<file path="src/rtl/al_npc_redirect.sv">
// rtl/al_npc_redirect.sv - commit-side next-PC recovery sequencer: stall, flush, then redirect fetch.
// Optional RECOVERY_STATS_EN adds saturating mispredict/exception recovery counters.
module al_npc_redirect #(
  parameter int               DEPTH        = 16,
  parameter int               INDEX        = 4,
  parameter int               WIDTH        = 32,
  parameter int               FLUSH_CYCLES = 2,
  parameter logic [WIDTH-1:0] EXC_VECTOR   = 32'h0000_0080
) (
  input  logic             clk,
  input  logic             reset,
  input  logic [INDEX-1:0] headIdx_i,
  input  logic             headValid_i,
  input  logic             headMispredict_i,
  input  logic             headException_i,
  output logic [INDEX-1:0] alNpcAddr_o,
  input  logic [WIDTH-1:0] alNpcData_i,
  output logic             commitStall_o,
  output logic             flush_o,
  output logic             redirectValid_o,
  input  logic             redirectReady_i,
  output logic [WIDTH-1:0] redirectPc_o,
  output logic             busy_o
`ifdef RECOVERY_STATS_EN
  ,
  output logic [15:0]      mispredCount_o,
  output logic [15:0]      excCount_o
`endif
);

  typedef enum logic [1:0] {IDLE, FLUSH, REDIRECT} state_t;

  localparam logic [3:0] FLUSH_LOAD = 4'(FLUSH_CYCLES);

  if (FLUSH_CYCLES < 1 || FLUSH_CYCLES > 15) begin : g_bad_flush_cycles
    $error("al_npc_redirect: FLUSH_CYCLES must be in 1..15");
  end
  if (DEPTH != (1 << INDEX)) begin : g_bad_depth
    $error("al_npc_redirect: DEPTH must equal 2**INDEX");
  end

  state_t           state, next_state;
  logic [3:0]       count, next_count;
  logic [WIDTH-1:0] pc_reg, next_pc;
  logic             trigger;

  assign trigger      = headValid_i & (headMispredict_i | headException_i);
  assign alNpcAddr_o  = headIdx_i;
  assign redirectPc_o = pc_reg;
  assign busy_o       = (state != IDLE);

  always_ff @(posedge clk or posedge reset) begin
    if (reset) begin
      state  <= IDLE;
      count  <= 4'd0;
      pc_reg <= '0;
    end else begin
      state  <= next_state;
      count  <= next_count;
      pc_reg <= next_pc;
    end
  end

  // Head inputs are only looked at in IDLE; once flushing they are stale.
  always_comb begin
    next_state      = state;
    next_count      = count;
    next_pc         = pc_reg;
    commitStall_o   = 1'b1;
    flush_o         = 1'b0;
    redirectValid_o = 1'b0;
    case (state)
      IDLE: begin
        commitStall_o = trigger;
        if (trigger) begin
          next_pc    = headException_i ? EXC_VECTOR : alNpcData_i;
          next_count = FLUSH_LOAD;
          next_state = FLUSH;
        end
      end
      FLUSH: begin
        flush_o    = 1'b1;
        next_count = count - 4'd1;
        if (count == 4'd1) begin
          next_state = REDIRECT;
        end
      end
      REDIRECT: begin
        redirectValid_o = 1'b1;
        if (redirectReady_i) begin
          next_state = IDLE;
        end
      end
      default: begin
        next_state = IDLE;
      end
    endcase
  end

`ifdef RECOVERY_STATS_EN
  always_ff @(posedge clk or posedge reset) begin
    if (reset) begin
      mispredCount_o <= 16'd0;
      excCount_o     <= 16'd0;
    end else if (state == IDLE && trigger) begin
      if (headException_i) begin
        if (excCount_o != 16'hFFFF) excCount_o <= excCount_o + 16'd1;
      end else begin
        if (mispredCount_o != 16'hFFFF) mispredCount_o <= mispredCount_o + 16'd1;
      end
    end
  end
`endif

endmodule

</file>
<file path="config.mk">
export PLATFORM = sky130hd
export DESIGN_NAME = al_npc_redirect
export DESIGN_NICKNAME = d
export VERILOG_FILES = /design/src/rtl/al_npc_redirect.sv
export SDC_FILE = /design/constraint.sdc
export NUM_CORES = 1
export LEC_CHECK = 0
export CAP_MARGIN = 20
export CORE_ASPECT_RATIO = 1.1
export CORE_MARGIN = 2
export CORE_UTILIZATION = 44
export CTS_CLUSTER_DIAMETER = 120
export DETAILED_ROUTE_END_ITERATION = 7
export MAX_ROUTING_LAYER = met4
export PLACE_DENSITY = 0.85
export SETUP_SLACK_MARGIN = 0.1
export SLEW_MARGIN = 25
export SYNTH_ARGS = -nofsm -noshare
export SYNTH_HDL_FRONTEND = slang
export SYNTH_SLANG_ARGS = --single-unit
</file>
<file path="constraint.sdc">
create_clock -name clk -period 2.2 [get_ports clk]
set_input_delay 0.44 -clock clk [delete_from_list [all_inputs] [get_ports clk]]
set_output_delay 0.44 -clock clk [all_outputs]
set_load 0.005 [all_outputs]
</file>
==> flow_summary.yaml <==
floorplan:
  die_area_mm2: 0.00455
  die_h_um: 70.6
  start_util: 0.454
  io_pins: 82
  core-area_mm2: 0.00390
  row_count: 24
  die_w_um: 64.5
sta:
  fin_crit_ns: 2.05
  fin_worst_skew_ns: 0.00584
  fin_crit_sh: 0.930
  drv_slew: 0
  timing.hold.ws_ns: 0.517
  final_hold_viol_count: 0
  tightest_slew_ns: 0.475
  tns_ns: 0
  layout_setup_ws_ns: 0.154
  max_freq_mhz: 489
  slew_headroom: 0.683
  finalSetupViolCount: 0
  rsz0062_at_grt: "false"
placement:
  portBuffers: 73
  place.gp.congestion: 0.729
  place_ws_ns: 0.153
  place_area_mm2: 0.00250
  hpwl_um: 2900
  dp_cells: 295
route:
  routed_via_density: 5.01
  ant_nets: 0
  routed_wl_um: 4310
  drt-wirelength-per-cell_um: 14.1
  routed-via-count: 1528
  remaining_drc_errors: 0
  dr.pass1.iters: 4
  drt-initial-drc-count: 132
status:
  status: "completed"
critical_path:
  worstSetupPathType: "flop to output pin"
  crit_path_end_kind: "output pin"
  r2r-start: "state[0]$_DFFE_PP0P_"
  crit_required_ns: 1.76
  cp_max_fo: 8
  r2r_slack_ns: 0.59
  reg2reg_depth: 5
  worst_ep_arrival_time_ns: 1.61
  critPathLaunchType: "flop"
  r2r_end: "redirectPc_o[25]$_DFFE_PP0P_"
yosys:
  postSynthRegisterBits: 38
  synth_area_per_cell_um2: 9.80
  syn_inst: 181
  ys_types: 23
  mappedNetlistArea_mm2: 0.00177
  yosysWarnings: 0
  ys_seq_area_frac: 0.536
  syn-num-nets: 225
pwr:
  total_power_mw: 3.28
  cellPowerDensity_mw_per_mm2: 1250
  peakVddDrop_uv: 626
  leakagePower_nw: 1.09
min_path:
  hold_depth: 2
  hold_path_end: "redirectPc_o[24]$_DFFE_PP0P_"
  min_from: "redirectPc_o[24]$_DFFE_PP0P_"
  hold_path_class: "flop to flop"
clock_network:
  cts_tree: "yes"
  clk_path_buf_depth: 2
  htreeDepth: 2
  clk_pin_slew_ns: 0.07
  cts_root_buffer: "clkbuf_8"
  clock_sinks: 38
  clkLatencyLatePin_ns: 0.30
  postCtsHoldBufs: 0
  numCtsBuffers: 5
global_routing:
  grt_pass1_wl_um: 7090
  grt_overflow_total: 0
  grt_max_degree: 39
  track_usage: 0.210
  grt_pass1_vias: 1529
  antenna_found_initial: 0
finish:
  stdcell_area_mm2: 0.00262
  layout-drive-gt1-share: 0.0870
  n_antenna_cell: 0
  final_core_util: 0.671
  area_delta_synth_final_pct: 47.8
  nets: 296
  finalNonFillerCells: 305
run:
  maxCapViolCount: 0
==> cell usage after synthesis <==
cell | number | share of area
dfrtp_1 | 38 | 0.54
o21ai_0 | 36 | 0.10
nand2b_1 | 33 | 0.12
o21ai_1 | 30 | 0.085
clkbuf_1 | 9 | 0.019
buf_6 | 5 | 0.032
inv_1 | 5 | 0.011
nor2_1 | 5 | 0.011
buf_4 | 4 | 0.017
ha_1 | 2 | 0.014
or2_1 | 2 | 0.0071
a21o_1 | 1 | 0.0042
a22oi_2 | 1 | 0.0071
a311o_1 | 1 | 0.0056
and3_1 | 1 | 0.0035
nand2_1 | 1 | 0.0021
nand3b_1 | 1 | 0.0042
nor2b_1 | 1 | 0.0035
nor3_1 | 1 | 0.0028
o211ai_1 | 1 | 0.0042
o2bb2ai_1 | 1 | 0.0049
or3_1 | 1 | 0.0035
xor2_1 | 1 | 0.0049
==> placed cells by master, fill, tap and decap left out, types with 2 or more instances in the layout <==
cell,netlist,final
buf_4,4,9
clkbuf_8,0,6
clkdlybuf4s50_1,0,73
dfrtp_1,38,38
ha_1,2,2
inv_1,5,4
nand2b_1,33,32
nor2_1,5,5
o21ai_0,36,36
o21ai_1,30,29
==> report_power, final <==
part | leakage [nW] | internal, mW | switching (mW)
logic | 0.550 | 0.911 | 0.619
registers | 0.492 | 1.04 | 0.201
clock network | 0.0472 | 0.252 | 0.251
==> worst max-delay path, stage by stage (launching register included) <==
cell and delay (ns):
dfrtp_1 0.42, or2_4 0.31, nand2b_1 0.15, clkdlybuf4s50_1 0.44
==> sequential cells by signal, summed over array words and instances, names as in the netlist <==
register,cells
count,4
redirectPc_o,32
state,2
==> kinds of logic after synthesis <==
family | after synthesis | share of synthesized area
buf+inv | 23 | 0.0783
flops | 38 | 0.536
compound gates | 71 | 0.212
xor+xnor | 1 | 0.00494
fa+ha+maj | 2 | 0.0141
simple gates | 46 | 0.154
==> routing by layer <==
metal  wire, um  share of wire  GRT usage
met1       1780           0.41      0.250
met2       2240           0.52      0.343
met3        251          0.058     0.0652
met4         40         0.0093     0.0638
met5          0              0          -
==> worst max-delay path by stage <==
stage                         startpoint  cells after the start  slack (ns)       endpoint
CTS                 state[1]$_DFFE_PP0P_                      3        0.10        flush_o
floorplan           state[0]$_DFFE_PP0P_                      4        0.71  commitStall_o
global placement         headException_i                      4        0.16  commitStall_o
detailed placement       headException_i                      4        0.15  commitStall_o
finish              state[0]$_DFFE_PP0P_                      3        0.15  commitStall_o
global route        state[1]$_DFFE_PP0P_                      3         0.1        flush_o
==> what timing repair did <==
item                                    4_1_cts  5_1_grt
pin swaps                                     0        1
setup buffers                                 0        2
gates resized for setup                       1        2
endpoints found under the setup margin        2        2
==> final cells by class <==
type | instances | area, um2
inverters | 5 | 18.8
clock buffers | 6 | 82.6
clock inverters | 2 | 12.5
flip-flops and latches | 38 | 951
fillers | 317 | 1280
repair buffers | 82 | 798
multi-input cells | 120 | 692
well taps | 52 | 65.1
No activity file was read; power rests on OpenSTA's default activity.
